<file path="config.mk">
export PLATFORM = sky130hd
export DESIGN_NAME = qam16_burst_ctrl
export DESIGN_NICKNAME = d
export VERILOG_FILES = /design/src/rtl/qam16_burst_ctrl_pkg.sv /design/src/rtl/qam16_sym_tick.sv /design/src/rtl/qam16_burst_ctrl.sv
export SDC_FILE = /design/constraint.sdc
export NUM_CORES = 1
export LEC_CHECK = 0
export ABC_AREA = 1
export CAP_MARGIN = 20
export CORE_MARGIN = 2
export CORE_UTILIZATION = 36
export CTS_CLUSTER_DIAMETER = 200
export CTS_CLUSTER_SIZE = 28
export DETAILED_ROUTE_END_ITERATION = 16
export PLACE_DENSITY = 0.61
export SLEW_MARGIN = 10
export SYNTH_ARGS = -nofsm -noshare
export SYNTH_HDL_FRONTEND = slang
export SYNTH_SLANG_ARGS = --single-unit
</file>
<file path="constraint.sdc">
create_clock -name clk -period 1.7 [get_ports clk]
set_input_delay 0.17 -clock clk [delete_from_list [all_inputs] [get_ports clk]]
set_output_delay 0.17 -clock clk [all_outputs]
set_load 0.01 [all_outputs]
</file>
<file path="src/rtl/qam16_burst_ctrl_pkg.sv">
// Shared types and constants for the 16-QAM burst sequencer.
package qam16_pkg;
  localparam int QAM_BITS = 4;

  typedef enum logic [1:0] {IDLE, PRE, PAY, FLUSH} state_e;

  localparam logic [QAM_BITS-1:0] PRE_A_DEF = 4'b0000;
  localparam logic [QAM_BITS-1:0] PRE_B_DEF = 4'b1111;
endpackage

</file>
<file path="src/rtl/qam16_sym_tick.sv">
// Modulo-SPS tick counter; flags the symbol-slot cycle (tick 0) and the last tick of a symbol period.
module qam16_sym_tick
  import qam16_pkg::*;
#(
  parameter int SPS = 4
) (
  input  logic clk,
  input  logic reset,
  input  logic clr,
  input  logic en,
  output logic slot,
  output logic last_tick
);
  localparam int TW = (SPS > 1) ? $clog2(SPS) : 1;

  logic [TW-1:0] tick_q;

  always_ff @(posedge clk or posedge reset) begin
    if (reset) begin
      tick_q <= '0;
    end else if (clr) begin
      tick_q <= '0;
    end else if (en) begin
      tick_q <= (tick_q == TW'(SPS - 1)) ? '0 : tick_q + 1'b1;
    end
  end

  assign slot      = en && (tick_q == '0);
  assign last_tick = (tick_q == TW'(SPS - 1));
endmodule

</file>
<file path="src/rtl/qam16_burst_ctrl.sv">
// 16-QAM burst sequencer: preamble, paced payload pull, zero flush to drain the FIRs,
// plus a lockstep monitor on the I/Q FIR output-valid pair.
module qam16_burst_ctrl
  import qam16_pkg::*;
#(
  parameter int                  SPS        = 4,
  parameter int                  N_PRE      = 4,
  parameter logic [QAM_BITS-1:0] PRE_A      = PRE_A_DEF,
  parameter logic [QAM_BITS-1:0] PRE_B      = PRE_B_DEF,
  parameter int                  FLUSH_SYMS = 8,
  parameter int                  LEN_W      = 12
) (
  input  logic                clk,
  input  logic                reset,
  input  logic                start,
  input  logic [LEN_W-1:0]    burst_len,
  input  logic [QAM_BITS-1:0] din,
  input  logic                din_valid,
  output logic                din_ready,
  output logic [QAM_BITS-1:0] sym_bits,
  output logic                sym_valid,
  output logic                sym_zero,
  output logic                fir_en,
  input  logic                firo_valid_i,
  input  logic                firo_valid_q,
  output logic                busy,
  output logic                done,
  output logic                underrun,
  output logic                iq_mismatch
);
  localparam int FW    = $clog2(FLUSH_SYMS + 1);
  localparam int PW    = $clog2(N_PRE + 1);
  localparam int FPW   = (FW > PW) ? FW : PW;
  localparam int CNT_W = (LEN_W > FPW) ? LEN_W : FPW;

  state_e           state_q, state_d;
  logic [CNT_W-1:0] cnt_q, cnt_d;
  logic [LEN_W-1:0] len_q;
  logic             done_d;
  logic             accept;
  logic             slot;
  logic             last_tick;
  logic             pay_slot;

  assign busy      = (state_q != IDLE);
  assign fir_en    = busy;
  // The done cycle is still IDLE, so start must be masked explicitly there.
  assign accept    = (state_q == IDLE) && start && !done;
  assign pay_slot  = (state_q == PAY) && slot;
  assign din_ready = pay_slot;

  qam16_sym_tick #(.SPS(SPS)) u_tick (
    .clk       (clk),
    .reset     (reset),
    .clr       (accept),
    .en        (busy),
    .slot      (slot),
    .last_tick (last_tick)
  );

  always_comb begin
    state_d = state_q;
    cnt_d   = cnt_q;
    done_d  = 1'b0;
    unique case (state_q)
      IDLE: begin
        if (accept) begin
          state_d = PRE;
          cnt_d   = '0;
        end
      end
      PRE: begin
        if (slot) begin
          if (cnt_q == CNT_W'(N_PRE - 1)) begin
            cnt_d   = '0;
            state_d = (len_q == '0) ? FLUSH : PAY;
          end else begin
            cnt_d = cnt_q + 1'b1;
          end
        end
      end
      PAY: begin
        if (slot) begin
          if (cnt_q == CNT_W'(len_q) - CNT_W'(1)) begin
            cnt_d   = '0;
            state_d = FLUSH;
          end else begin
            cnt_d = cnt_q + 1'b1;
          end
        end
      end
      FLUSH: begin
        // After the last flush slot, finish out its symbol period before going idle.
        if (slot) begin
          cnt_d = cnt_q + 1'b1;
        end else if ((cnt_q == CNT_W'(FLUSH_SYMS)) && last_tick) begin
          state_d = IDLE;
          done_d  = 1'b1;
        end
      end
      default: state_d = IDLE;
    endcase
  end

  always_ff @(posedge clk or posedge reset) begin
    if (reset) begin
      state_q <= IDLE;
      cnt_q   <= '0;
      done    <= 1'b0;
    end else begin
      state_q <= state_d;
      cnt_q   <= cnt_d;
      done    <= done_d;
    end
  end

  always_ff @(posedge clk) begin
    if (accept) len_q <= burst_len;
  end

  always_ff @(posedge clk or posedge reset) begin
    if (reset) begin
      sym_valid <= 1'b0;
      sym_bits  <= '0;
      sym_zero  <= 1'b0;
    end else begin
      sym_valid <= slot;
      if (slot) begin
        unique case (state_q)
          PRE: begin
            sym_bits <= cnt_q[0] ? PRE_B : PRE_A;
            sym_zero <= 1'b0;
          end
          PAY: begin
            sym_bits <= din_valid ? din : '0;
            sym_zero <= !din_valid;
          end
          default: begin
            sym_bits <= '0;
            sym_zero <= 1'b1;
          end
        endcase
      end
    end
  end

  always_ff @(posedge clk or posedge reset) begin
    if (reset) begin
      underrun    <= 1'b0;
      iq_mismatch <= 1'b0;
    end else if (accept) begin
      underrun    <= 1'b0;
      iq_mismatch <= 1'b0;
    end else begin
      if (pay_slot && !din_valid) underrun <= 1'b1;
      if (busy && (firo_valid_i != firo_valid_q)) iq_mismatch <= 1'b1;
    end
  end
endmodule

</file>
# == After elaboration in Yosys (flattened, before gate mapping) ==
# Index checks and enable logic that the tools add are counted.
# classes
n_addsub,3
n_eq_ne,16
n_mux,30
reduce_logical,18
# op_table
cell,count
12-bit two-way mux,6
12-bit case mux with 4 select lines,1
2-bit two-way mux,10
2-bit != test (second input constant),7
12-bit by 1-bit adder with 12-bit output (second input constant),1
12-bit equality test,1
12-bit by 2-bit equality test with 1-bit output (second input constant),1
12-bit by 4-bit equality test with 1-bit output (second input constant),1
12-bit logical NOT,1
12-bit by 1-bit subtractor with 12-bit output (second input constant),1
1-bit two-way mux,8
4-bit two-way mux,2
2-bit case mux with 4 select lines,1
4-bit case mux with 2 select lines,1
2-bit nonzero test,4
1-bit logical AND,7
7-bit AND reduction,1
2-bit equality test (second input constant),3
2-bit logical NOT,2
4-bit AND reduction,1
2-bit by 1-bit adder with 2-bit output (second input constant),1
2-bit by 1-bit equality test with 1-bit output (second input constant),1
1-bit logical NOT,2
2-bit by 1-bit != test with 1-bit output (second input constant),1
2 further kinds,2
# word_totals
reg_bits,37
word_cells,77

# == Logic depth before layout (Yosys ltp) ==
# depth
word_depth,6
mapped_depth,17
mapped_depth_nobuf,16

# == Modules after synthesis ==
# From an unflattened synthesis, not the netlist that was laid out.
# unflattened
cells_unflattened,336
hier_area_um2,2436.1
# modules_own_cells
mod,instances,cells_each,area_each_um2,seq_area_each_um2
qam16_burst_ctrl,1,318,2304.7,935.9
qam16_sym_tick,1,18,131.4,50.0

# == Worst setup path before layout ==
# No wires, ideal clock.
# synth_timing
path_type,flip-flop to flip-flop
from,reg len_q[0]
to,reg cnt_q[6]
setup_ns,0.115
arrival_ns,1.767
path_slack_ns,-0.182
path_stages_with_launch,17
period_less_slack_ns,1.882
cell_sequence,edfxtp_1 > inv_1 > ha_1 > nand2_1 > nor2_2 > nand3_1 > nand2_1 > nand2_1 > nor2_1 > nand2_1 > nor2_1 > nand2_1 > nand2_2 > nand2_2 > buf_6 > nand2_2 > nand2_2
# synth_via
elab_chain_cells,5
# synth_rtl
element,line,text
"start, declared",qam16_burst_ctrl.sv:38,logic [LEN_W-1:0] len_q;
"start signal, assigned",qam16_burst_ctrl.sv:118,if (accept) len_q <= burst_len;
12-bit by 1-bit subtractor with 12-bit output,qam16_burst_ctrl.sv:84,if (cnt_q == CNT_W'(len_q) - CNT_W'(1)) begin
12-bit equality test,qam16_burst_ctrl.sv:84,
12-bit two-way mux,qam16_burst_ctrl.sv:84,
12-bit two-way mux,qam16_burst_ctrl.sv:83,if (slot) begin
12-bit case mux with 4 select lines,qam16_burst_ctrl.sv:65,unique case (state_q)
"end signal, assigned",qam16_burst_ctrl.sv:112,cnt_q <= cnt_d;
"end, declared",qam16_burst_ctrl.sv:37,"logic [CNT_W-1:0] cnt_q, cnt_d;"
# No other way between the ends. The select of a mux whose other input is x is not followed.
# A chain may end at the register's enable or synchronous reset.

# == Worst setup path after layout ==
# layout_timing
from,reg len_q[1]
to,reg state_q[1]
# layout_via
elab_chain_cells,4
# layout_rtl
element,line,text
12-bit by 1-bit subtractor with 12-bit output,qam16_burst_ctrl.sv:84,
12-bit equality test,qam16_burst_ctrl.sv:84,
2-bit by 1-bit != test with 1-bit output (no line),n/a,
7-bit AND reduction (no line),n/a,
"end signal, assigned",qam16_burst_ctrl.sv:111,state_q <= state_d;
"end, declared",qam16_burst_ctrl.sv:36,"state_e state_q, state_d;"
# No other way between the ends.

==> run metrics <==
number of global-route vias before repair=2,165; H-tree levels=2; Detailed Routing Iterations Pass 1=4; PortBufs=33; Root Buffer=clkbuf_8; Via Count=2,260; Worst VDD drop=0.915 mV; register area share after synthesis=0.399; Critical Path Sink=state_q[1]; CP max-delay cell=edfxtp_1; Worst Path Arrival=2.06 ns; die area=7540 sq um; Post-Syn Area per Cell=7.62 sq um; minimum clock period=1.88 ns; Final Cycle Share=1.10; Least-Margin Pin Slew=0.452 ns; commonest cells after routing, fill and taps aside=nand2_1, buf_4, inv_1; maximum clock rate=0.533 GHz; Num CTS Buffers=5; Yosys warnings=0; syn nets=356; utilization after layout=0.520; worst hold-check path type=primary input to async pin; RSZ-0062 raised after global routing=yes; status=complete, but fails checks; crit path launch=len_q[1]; setup TNS=-2.06 ns; Crit Path Max Fanout=5; area grow syn2layout=41.5%; setup ws final=-0.176 ns; failing checks=setup timing; most common cell after layout, fill and taps aside=nand2_1; type of origin of the critical path=flip-flop; Pwr Density=1250 nW/um^2; FFs w/ async S/R, synth=0.676; net count reported at finish=444; pin count of the biggest net entering global routing=26; GP Congestion=0.812; CTS Buffer Depth=2; data required time of the critical path=1.89 ns; number of failing hold endpoints at the final stage=0; share of cells above drive strength 1=0.293; Detailed Route WL=5790 microns; WP depth=14; Bufs and invs on worst path=2; I/O pin cnt=34; Worst-path clk slew=0.09 ns; cell class contributing the biggest share of worst-path delay=simple AND/OR/NAND/NOR gates; cells on worst reg2reg path=14; CTS tree=done; crit-path cells=inv_2 > ha_4 > nand2_4 > nor2_4 > nand2_2 > o21ai_2 > a21oi_1 > nor2_1 > nand2_1 > nand2_4 > buf_6 > nand2_4 > nand2_1 > nand2_1; Overall Global Routing Usage=0.166; first-pass GRT wire length=9780 microns; FF+latch count, synth=37; slew margin rel.=0.698; synthesized area=2470 sq um; Post-synth top flop=dfrtp_1; Die X=86.8 microns; Iter 0 DRT Violations=63; RR Startpoint=len_q[1]; post-synthesis instance total=324; Core Box Area=6720 sq um; Critical R2R Capture=state_q[1]; Crit path largest cell delay=0.43 ns; Max Cap Viol=0; R2R setup slack=-0.18 ns; DRC Markers=0; Final Skew=0.0105 ns; Final Max Slew Viols=0; remaining global-route overflow=0; crit path kind=flip-flop to flip-flop; endpoints failing setup=14; floorplan row count=30; average wire per standard cell=11.7 microns; Worst setup EP type=flip-flop; clock sinks=37; Yosys cell types=34; Via-to-Cell Ratio=4.58; LEAKAGE=1.67 nW; initial antenna violation count=0; Die Ht=86.8 microns; later-pin clock latency in the skew report=0.29 ns; number of synthesized flops with an enable pin=12; ANT cells=0; Final ANT Viol Nets=0; Initial Util=0.368; DPL Wire Length=4560 microns
[cell families after synthesis]
family                     Yosys count  share of synthesized area
DFF                                 37                      0.399
adders and majority gates           10                     0.0507
and+or+nand+nor                    186                      0.358
AOI/OAI and AO/OA                   26                     0.0603
xor gates and xnor gates            12                     0.0426
buffers and inverters               53                     0.0897
[Yosys cell counts (7+ instances only)]
| cell | n | area share |
|---|---|---|
| nor2_1 | 23 | 0.035 |
| nand2_2 | 24 | 0.061 |
| dfrtp_1 | 25 | 0.25 |
| nor3_1 | 8 | 0.016 |
| o21ai_0 | 7 | 0.014 |
| inv_1 | 45 | 0.068 |
| a21oi_1 | 11 | 0.022 |
| edfxtp_1 | 12 | 0.15 |
| nor2_2 | 7 | 0.018 |
| ha_1 | 10 | 0.051 |
| nand3_1 | 22 | 0.045 |
| nand2_1 | 88 | 0.13 |
[layout make-up]
cell class              instances  area (sq um)
clock buffers                   5          68.8
fillers                       652          3220
repair buffers                 88           758
well taps                      80           100
clock inverters                 3          22.5
multi-input cells             234          1390
flip-flops and latches         37           986
inverters                      46           173
[metrics by stage]
step           setup WS, ns  instances  total power, mW  instance area (sq um)  hold slack [ns]
2_1_floorplan       -0.0366        324             2.65                   2490            0.197
3_3_place_gp         -0.235        484             3.54                   3290            0.475
3_5_place_dp         -0.290        484             3.56                   3290            0.474
4_1_cts              -0.200        493             4.30                   3430            0.231
5_1_grt              -0.332        493             4.75                   3500            0.250
6_report             -0.176        493             4.38                   3500            0.219
[layer usage]
layer	track usage	up-vias	wire length [microns]
li1	-	1194	-
met1	0.216	1022	2790
met2	0.282	37	2780
met3	0.0267	7	157
met4	0.0497	0	68
met5	0	-	0
[worst register-to-register path, cell delays in order, from the launching register on]
cell      delay [ns]
edfxtp_1        0.43
inv_2           0.09
ha_4            0.18
nand2_4         0.09
nor2_4          0.11
nand2_2         0.07
o21ai_2         0.17
a21oi_1         0.08
nor2_1          0.09
nand2_1         0.09
nand2_4         0.10
buf_6           0.12
nand2_4         0.04
nand2_1         0.06
nand2_1         0.05
[worst min path at each step]
stage | start | to | cells after the start | slack, ns
after floorplan | reset | cnt_q[0] | 1 | 0.20
after global placement | sym_bits[2] | sym_bits[2] | 1 | 0.47
after detailed placement | sym_bits[1] | sym_bits[1] | 1 | 0.47
after CTS | reset | cnt_q[7] | 3 | 0.23
after global routing | reset | cnt_q[7] | 3 | 0.25
final | reset | sym_bits[0] | 3 | 0.22
[state kept, by name, summed over array words and instances (netlist names), 2 cells and up]
register       count
state_q            2
u_tick.tick_q      2
sym_bits           4
len_q             12
cnt_q             12
[where the power goes]
group | internal, mW | switching, mW | leakage, nW
Clock | 0.291 | 0.340 | 0.0481
Sequential | 1.16 | 0.133 | 0.445
Combinational | 1.08 | 1.38 | 1.17
Total | 2.53 | 1.86 | 1.67
[what timing repair did]
item	CTS	global route
pin swaps	14	10
resized for setup	20	13
hold buffers	0	0
setup endpoints to repair	17	17
buffers inserted	1	0
No activity file was read; power rests on OpenSTA's default activity.
